**src/rtl/mult_div_unit_if.sv**
```systemverilog
// Request/result bundle between the execute-stage control and the multiply/divide unit.
// The control side drives operands and requests; the unit returns busy/done and HI/LO.
interface mult_div_unit_if #(
    parameter int WIDTH = 32
);
    logic             start;
    logic [1:0]       op;
    logic [WIDTH-1:0] rs_data;
    logic [WIDTH-1:0] rt_data;
    logic             hi_we;
    logic             lo_we;
    logic             busy;
    logic             done;
    logic [WIDTH-1:0] hi;
    logic [WIDTH-1:0] lo;

    modport master (
        output start, op, rs_data, rt_data, hi_we, lo_we,
        input  busy, done, hi, lo
    );

    modport slave (
        input  start, op, rs_data, rt_data, hi_we, lo_we,
        output busy, done, hi, lo
    );
endinterface

```
**src/rtl/mult_div_unit.sv**
```systemverilog
// Iterative 32-step multiply/divide unit with architectural HI/LO registers.
// Signed operations run on magnitudes; the sign is restored in FIX before the HI/LO write.
module mult_div_unit #(
    parameter int WIDTH = 32,
    parameter int CNT_W = 5
) (
    input  logic           clk,
    input  logic           reset,
    mult_div_unit_if.slave bus
);
    typedef enum logic [1:0] {IDLE, RUN, FIX} state_t;

    state_t           state, state_nxt;
    logic [CNT_W-1:0] cnt;
    logic [WIDTH-1:0] hi_r, lo_r;
    logic             done_r;

    logic             is_div, neg_a, neg_b, b_zero;
    logic [WIDTH-1:0] opb, acc_hi, acc_lo;

    logic             accept;
    logic [WIDTH:0]   mul_sum, div_sh, div_diff;
    logic             div_ok;
    logic [WIDTH-1:0] step_hi, step_lo;
    logic [WIDTH-1:0] res_hi, res_lo;

    function automatic logic [WIDTH-1:0] magnitude(input logic signed [WIDTH-1:0] v,
                                                   input logic neg);
        return neg ? WIDTH'(-v) : WIDTH'(v);
    endfunction

    function automatic logic [2*WIDTH-1:0] apply_sign2(input logic signed [2*WIDTH-1:0] v,
                                                       input logic neg);
        return neg ? (2*WIDTH)'(-v) : (2*WIDTH)'(v);
    endfunction

    assign accept   = (state == IDLE) && bus.start;
    assign bus.busy = (state != IDLE);
    assign bus.done = done_r;
    assign bus.hi   = hi_r;
    assign bus.lo   = lo_r;

    // One iteration: shift-add for multiply, restoring shift-subtract for divide
    always_comb begin
        mul_sum  = {1'b0, acc_hi} + {1'b0, (acc_lo[0] ? opb : '0)};
        div_sh   = {acc_hi, acc_lo[WIDTH-1]};
        div_ok   = (div_sh >= {1'b0, opb});
        div_diff = div_sh - {1'b0, opb};
        if (is_div) begin
            step_hi = div_ok ? div_diff[WIDTH-1:0] : div_sh[WIDTH-1:0];
            step_lo = {acc_lo[WIDTH-2:0], div_ok};
        end else begin
            step_hi = mul_sum[WIDTH:1];
            step_lo = {mul_sum[0], acc_lo[WIDTH-1:1]};
        end
    end

    // Sign correction; a zero divisor keeps the all-ones quotient unnegated
    always_comb begin
        if (is_div) begin
            res_lo = magnitude(acc_lo, (neg_a ^ neg_b) && !b_zero);
            res_hi = magnitude(acc_hi, neg_a);
        end else begin
            {res_hi, res_lo} = apply_sign2({acc_hi, acc_lo}, neg_a ^ neg_b);
        end
    end

    always_comb begin
        state_nxt = state;
        case (state)
            IDLE:    if (bus.start) state_nxt = RUN;
            RUN:     if (cnt == '1) state_nxt = FIX;
            FIX:     state_nxt = IDLE;
            default: state_nxt = IDLE;
        endcase
    end

    always_ff @(posedge clk or posedge reset) begin
        if (reset) begin
            state  <= IDLE;
            cnt    <= '0;
            hi_r   <= '0;
            lo_r   <= '0;
            done_r <= 1'b0;
        end else begin
            state  <= state_nxt;
            done_r <= (state == FIX);
            if (accept)
                cnt <= '0;
            else if (state == RUN)
                cnt <= cnt + CNT_W'(1);
            if (state == FIX) begin
                hi_r <= res_hi;
                lo_r <= res_lo;
            end else if (state == IDLE && !bus.start) begin
                if (bus.hi_we) hi_r <= bus.rs_data;
                if (bus.lo_we) lo_r <= bus.rs_data;
            end
        end
    end

    // Operand/accumulator datapath; only meaningful while RUN/FIX
    always_ff @(posedge clk) begin
        if (accept) begin
            is_div <= bus.op[1];
            neg_a  <= !bus.op[0] && bus.rs_data[WIDTH-1];
            neg_b  <= !bus.op[0] && bus.rt_data[WIDTH-1];
            b_zero <= (bus.rt_data == '0);
            acc_hi <= '0;
            acc_lo <= magnitude(bus.rs_data, !bus.op[0] && bus.rs_data[WIDTH-1]);
            opb    <= magnitude(bus.rt_data, !bus.op[0] && bus.rt_data[WIDTH-1]);
        end else if (state == RUN) begin
            acc_hi <= step_hi;
            acc_lo <= step_lo;
        end
    end
endmodule

```
**src/flat_wrapper.sv**
```systemverilog
// flat-port wrapper written by rule: the top's interface ports become plain ports
module mult_div_unit_flat 
#(
    parameter int WIDTH = 32,
    parameter int CNT_W = 5
)
  (clk, reset, bus_start, bus_op, bus_rs_data, bus_rt_data, bus_hi_we, bus_lo_we, bus_busy, bus_done, bus_hi, bus_lo);
  mult_div_unit_if #(.WIDTH(WIDTH)) bus_i ();
  input  logic clk;
  input  logic reset;
  input wire logic [$bits(bus_i.start)-1:0] bus_start;
  input wire logic [$bits(bus_i.op)-1:0] bus_op;
  input wire logic [$bits(bus_i.rs_data)-1:0] bus_rs_data;
  input wire logic [$bits(bus_i.rt_data)-1:0] bus_rt_data;
  input wire logic [$bits(bus_i.hi_we)-1:0] bus_hi_we;
  input wire logic [$bits(bus_i.lo_we)-1:0] bus_lo_we;
  output wire logic [$bits(bus_i.busy)-1:0] bus_busy;
  output wire logic [$bits(bus_i.done)-1:0] bus_done;
  output wire logic [$bits(bus_i.hi)-1:0] bus_hi;
  output wire logic [$bits(bus_i.lo)-1:0] bus_lo;
  assign bus_i.start = bus_start;
  assign bus_i.op = bus_op;
  assign bus_i.rs_data = bus_rs_data;
  assign bus_i.rt_data = bus_rt_data;
  assign bus_i.hi_we = bus_hi_we;
  assign bus_i.lo_we = bus_lo_we;
  assign bus_busy = bus_i.busy;
  assign bus_done = bus_i.done;
  assign bus_hi = bus_i.hi;
  assign bus_lo = bus_i.lo;
  mult_div_unit #(.WIDTH(WIDTH), .CNT_W(CNT_W)) u_core (.clk(clk), .reset(reset), .bus(bus_i));
endmodule
```
**config.mk**
```make
export PLATFORM = sky130hd
export DESIGN_NAME = mult_div_unit_flat
export DESIGN_NICKNAME = d
export VERILOG_FILES = /design/src/rtl/mult_div_unit_if.sv /design/src/rtl/mult_div_unit.sv /design/src/flat_wrapper.sv
export SDC_FILE = /design/constraint.sdc
export NUM_CORES = 1
export LEC_CHECK = 0
export BUFFER_PORTS_ARGS = -buffer_cell sky130_fd_sc_hd__buf_2
export CORE_MARGIN = 2
export CORE_UTILIZATION = 40
export DETAILED_ROUTE_END_ITERATION = 10
export PLACE_DENSITY = 0.67
export SLEW_MARGIN = 15
export SYNTH_ARGS = -nofsm -noshare
export SYNTH_HDL_FRONTEND = slang
export SYNTH_SLANG_ARGS = --single-unit
```
**constraint.sdc**
```tcl
create_clock -name clk -period 6.09 [get_ports clk]
set_input_delay 0.3045 -clock clk [delete_from_list [all_inputs] [get_ports clk]]
set_output_delay 0.3045 -clock clk [all_outputs]
set_load 0.01 [all_outputs]
```
# Yosys cells after proc, flatten, opt, wreduce, memory -nomap -nowiden
# Cells that the tools add are included.
dict set report totals {
  ff_bits 172
  input_bits 71
  wordCells 69
}
dict set report classes {
  addsub 8
  magnitude_cmp 1
  eq_ne 5
  mux 24
  bitwise_logic 1
  reduce_logical 18
}
# operator count
set op_table {}
lappend op_table {{32-bit two-way mux} 18}
lappend op_table {{32-bit negator} 4}
lappend op_table {{64-bit two-way mux} 1}
lappend op_table {{64-bit negator} 1}
lappend op_table {{32-bit by 32-bit adder with 33-bit output} 1}
lappend op_table {{33-bit by 32-bit greater-or-equal comparator with 1-bit output} 1}
lappend op_table {{32-bit logical NOT} 1}
lappend op_table {{32-bit subtractor} 1}
lappend op_table {{5-bit two-way mux} 2}
lappend op_table {{2-bit nonzero test} 5}
lappend op_table {{2-bit AND reduction} 3}
lappend op_table {{5-bit by 1-bit adder with 5-bit output, second input constant} 1}
lappend op_table {{5-bit equality test, second input constant} 1}
lappend op_table {{1-bit logical AND} 5}
lappend op_table {{2-bit two-way mux} 2}
lappend op_table {{2-bit one-hot mux with 2 select lines} 1}
lappend op_table {{1-bit logical NOT} 3}
lappend op_table {{2-bit by 1-bit equality test with 1-bit output, second input constant} 1}
lappend op_table {{2-bit equality test, second input constant} 1}
lappend op_table {{2-bit logical NOT} 1}
lappend op_table {{2-bit by 1-bit inequality test with 1-bit output, second input constant} 1}
lappend op_table {{2-bit inequality test, second input constant} 1}
lappend op_table {{1-bit bitwise XOR} 1}

# Longest topological paths before layout
dict set report logic_depth {
  depth_word 5
  depth_mapped 14
}

# Least setup slack after synthesis
# No wires, ideal clock.
dict set report synth_path {
  path_type {register to register}
  start {register u_core.acc_lo[0]}
  end {register u_core.acc_hi[29]}
  setup_time_ns 0.070
  t_arrival_ns 3.404
  required_time_ns 6.020
  path_slack_ns 2.617
  path_stages_with_launch 14
  path_buffers 1
  synth_period_minus_slack_ns 3.473
  path_cell_list {edfxtp_1 > inv_1 > clkbuf_1 > nor2_1 > fa_1 > a211oi_1 > o211ai_1 > nand4b_1 > a21oi_1 > o41ai_1 > o21ai_0 > a221o_1 > mux2_2 > a21oi_1}
}
dict set report synth_via {
  elab_chain_len 3
}
# element line_no
set synth_rtl {}
lappend synth_rtl {{start, declared} mult_div_unit.sv:19} ;# logic [WIDTH-1:0] opb, acc_hi, acc_lo;
lappend synth_rtl {{start signal, assigned} mult_div_unit.sv:110} ;# acc_lo <= magnitude(bus.rs_data, !bus.op[0] && bus.rs_data[WIDTH-1]);
lappend synth_rtl {{start signal, assigned} mult_div_unit.sv:114} ;# acc_lo <= step_lo;
lappend synth_rtl {{32-bit two-way mux} mult_div_unit.sv:45} ;# mul_sum = {1'b0, acc_hi} + {1'b0, (acc_lo[0] ? opb : '0)};
lappend synth_rtl {{32-bit by 32-bit adder with 33-bit output} mult_div_unit.sv:45}
lappend synth_rtl {{32-bit two-way mux} mult_div_unit.sv:49} ;# if (is_div) begin
lappend synth_rtl {{end signal, assigned} mult_div_unit.sv:113} ;# acc_hi <= step_hi;
lappend synth_rtl {{end, declared} mult_div_unit.sv:19}
# Every way passes these cells.
# A chain may end at the register's enable or synchronous reset.

# Final worst setup path
# Ends and elaborated chain as after synthesis.

==> flow_metrics.env <==
export IMPL_start_util=0.405
export IMPL_path_clk_slew_ns=0.07
export IMPL_die_area_sq_um=36500
export IMPL_antenna_cells=0
export IMPL_port_buffers=136
export IMPL_fmax_mhz=238
export IMPL_synth_edff_count=68
export IMPL_final_common_cell="o21ai_0"
export IMPL_crit_family="compound AO/OA/AOI/OAI gates"
export IMPL_grt_overflow_total=0
export IMPL_outcome="finished, final reports clean"
export IMPL_regArea_sq_um=4480
export IMPL_dp_cells=2189
export IMPL_postCtsHoldBufs=0
export IMPL_cts_root_buf="clkbuf_16"
export IMPL_cp_num_cells=13
export IMPL_cp_slowest_stage_delay_ns=0.60
export IMPL_clk_latency_ns=0.46
export IMPL_ys_warn_count=0
export IMPL_grtUsageTotal=0.235
export IMPL_synth_area_sq_um=14000
export IMPL_fin_nets=1896
export IMPL_ys_ff_latch=172
export IMPL_wl_um=42700
export IMPL_vias_per_cell=5.82
export IMPL_power_uw=8320
export IMPL_maxCapViolCount=0
export IMPL_fillers=3493
export IMPL_finalSetupTns_ns=0
export IMPL_yosysTopAreaCell="edfxtp_1"
export IMPL_fp_row_count=68
export IMPL_routedWlPerCell_um=19.2
export IMPL_yosysUniqueCellTypes=78
export IMPL_p_sw_uw=3970
export IMPL_crit_arrival_ns=4.58
export IMPL_multiInputGateArea_sq_um=8910
export IMPL_min_path_type="input pin to register"
export IMPL_crit_fanout=31
export IMPL_hold_viol=0
export IMPL_antenna_found_initial=0
export IMPL_cts_tree="done"
export IMPL_layout_area_overhead_vs_synth_pct=11.6
export IMPL_combPwrFrac=0.564
export IMPL_boundaryPins=137
export IMPL_syn_instance_count=1676
export IMPL_cts_buffers=17
export IMPL_worstMarginPinSlew_ns=1.16
export IMPL_hpwl_um=32200
export IMPL_clk_path_buf_depth=2
export IMPL_seq_area_frac_synth=0.320
export IMPL_synth_async_reset_ratio=0.419
export IMPL_cp_end_kind="register"
export IMPL_ys_flop_type="dfrtp_1"
export IMPL_cts_resized=0
export IMPL_die_x_um=191
export IMPL_cts_max_level=4
export IMPL_leakagePower_uw=0.00618
export IMPL_slew_headroom=0.222
export IMPL_slew_viol_final=0
export IMPL_via_count=12900
export IMPL_finalSetupViolCount=0
export IMPL_final_layout_size_suffix_gt1_frac=0.121
export IMPL_grt_max_degree=103
export IMPL_synth_top_cell_area_share=0.146
export IMPL_post_route_drc_count=0
export IMPL_worst_path_max_delay_cell="o41ai_1"
export IMPL_skew_ns=0.0164
export IMPL_crit_chain="inv_1 > buf_4 > nor2_1 > fa_1 > a211oi_1 > o211ai_1 > nand4b_1 > a21oi_1 > o41ai_1 > o21ai_0 > a221o_1 > mux2_2 > a21oi_1"
export IMPL_grt_first_pass_wirelength_um=67500
export IMPL_firstDrtPassIters=7
export IMPL_p_seq_frac=0.297
export IMPL_syn_nets=1819
export IMPL_peakVddDrop_mv=0.270
export IMPL_cp_start_kind="register"
export IMPL_crit_top_cell="a21oi_1"
export IMPL_r2r_cells=13
export IMPL_crit_required_ns=6.47
export IMPL_cp_num_buf_inv=2
export IMPL_finalCritPeriodShare=0.690
export IMPL_drtIter0Drc=1175
export IMPL_holdPathStages=1
export IMPL_final_cell_mix="o21ai_0, nand2_1, buf_2"
export IMPL_p_int_uw=4350
export IMPL_path_class="register to register"
export IMPL_netlist_top_cells_area="edfxtp_1, dfrtp_1, o21ai_0"
export IMPL_postSynthAreaPerCell_sq_um=8.35
export IMPL_core_area_sq_um=34500
export IMPL_clock_sinks=172
export IMPL_pwr_share_clk=0.139
export IMPL_die_height_um=191
export IMPL_p_per_area_nw_per_um2=533
export IMPL_ant_nets=0
export IMPL_rsz0062_at_grt="no"
export IMPL_fin_cells=2221
export IMPL_swShare=0.477
export IMPL_fin_crit_ns=4.20
export IMPL_place_congestion=0.943
export IMPL_whs_ns=0.0371
export IMPL_grt_pass1_vias=12200
export IMPL_cts_setup_buffers=0
-- flip-flops by register name, indices dropped and copies added, names as in the netlist --
register and cells:
u_core.acc_hi 32, u_core.acc_lo 32, u_core.bus.hi 32, u_core.bus.lo 32, u_core.opb 32, u_core.cnt 5, u_core.state 2, u_core.b_zero 1
u_core.bus.done 1, u_core.is_div 1, u_core.neg_a 1, u_core.neg_b 1
-- path summary, 6_finish.rpt --
check / endpoint / slack (ns) / startpoint
setup / recovery: u_core.acc_hi[29]$_SDFFE_PP0P_ / 1.89 / u_core.acc_lo[0]$_DFFE_PP_
hold / removal: u_core.is_div$_DFFE_PP_ / 0.04 / bus_op[1]
max in group asynchronous: u_core.bus.lo[26]$_DFFE_PP0P_ / 5.33 / reset
setup reg to reg: u_core.acc_hi[29]$_SDFFE_PP0P_ / 1.89 / u_core.acc_lo[0]$_DFFE_PP_
hold reg to reg: u_core.cnt[4]$_DFFE_PP0P_ / 0.54 / u_core.cnt[4]$_DFFE_PP0P_
min in group asynchronous: u_core.bus.lo[6]$_DFFE_PP0P_ / 0.09 / reset
-- power by group through the flow --
| stage | combinational [uW] | sequential (uW) | clock (uW) |
|---|---|---|---|
| 3_3_place_gp | 4590 | 2440 | 0 |
| 4_1_cts | 4640 | 2440 | 1170 |
| 3_5_place_dp | 4620 | 2460 | 0 |
| 5_1_grt | 5220 | 2540 | 1210 |
| 6_report | 4700 | 2470 | 1160 |
| 2_1_floorplan | 3340 | 2300 | 0 |
-- through the flow --
| step | area, sq um | util | setup WS (ns) |
|---|---|---|---|
| 6_report | 15600 | 0.452 | 1.89 |
| 5_1_grt | 15600 | 0.452 | 1.48 |
| 4_1_cts | 15600 | 0.452 | 1.94 |
| 3_5_place_dp | 15000 | 0.435 | 1.97 |
| 3_3_place_gp | 15000 | 0.435 | 2.08 |
| 2_1_floorplan | 14000 | - | 2.62 |
-- cell usage after synthesis (60+ instances only) --
cell type  count
a21oi_1      115
xor2_1        60
inv_1         64
o21ai_0      206
xnor2_1      115
dfrtp_1       72
mux2i_1       88
edfxtp_1      68
nand2_1      162
nor2_1       117
ha_1          70
clkbuf_1      77
-- routing by layer --
metal	wire length, um	up-vias	global-route usage
met5	0	-	0
met2	19000	484	0.374
met1	19600	6132	0.328
met4	950	0	0.0722
met3	3150	51	0.0340
li1	-	6258	-
-- kinds of logic (layout without fill, tap and decap cells) --
family / Yosys count / after routing / synth area share
compound gates: 534 / 534 / 0.235
simple gates: 472 / 472 / 0.162
xor+xnor: 175 / 175 / 0.109
flops: 172 / 172 / 0.320
buf+inv: 161 / 251 / 0.0438
mux: 90 / 90 / 0.0645
fa+ha+maj: 72 / 72 / 0.0654
-- final cells by class --
| type | instances | area share |
|---|---|---|
| Clock inverter | 14 | 0.0112 |
| Timing Repair Buffer | 152 | 0.0513 |
| Inverter | 67 | 0.0163 |
| Tap cell | 455 | 0.0364 |
| Sequential cell | 172 | 0.287 |
| Multi-Input combinational cell | 1343 | 0.570 |
| Clock buffer | 18 | 0.0275 |
No activity file was read; power rests on OpenSTA's default activity.
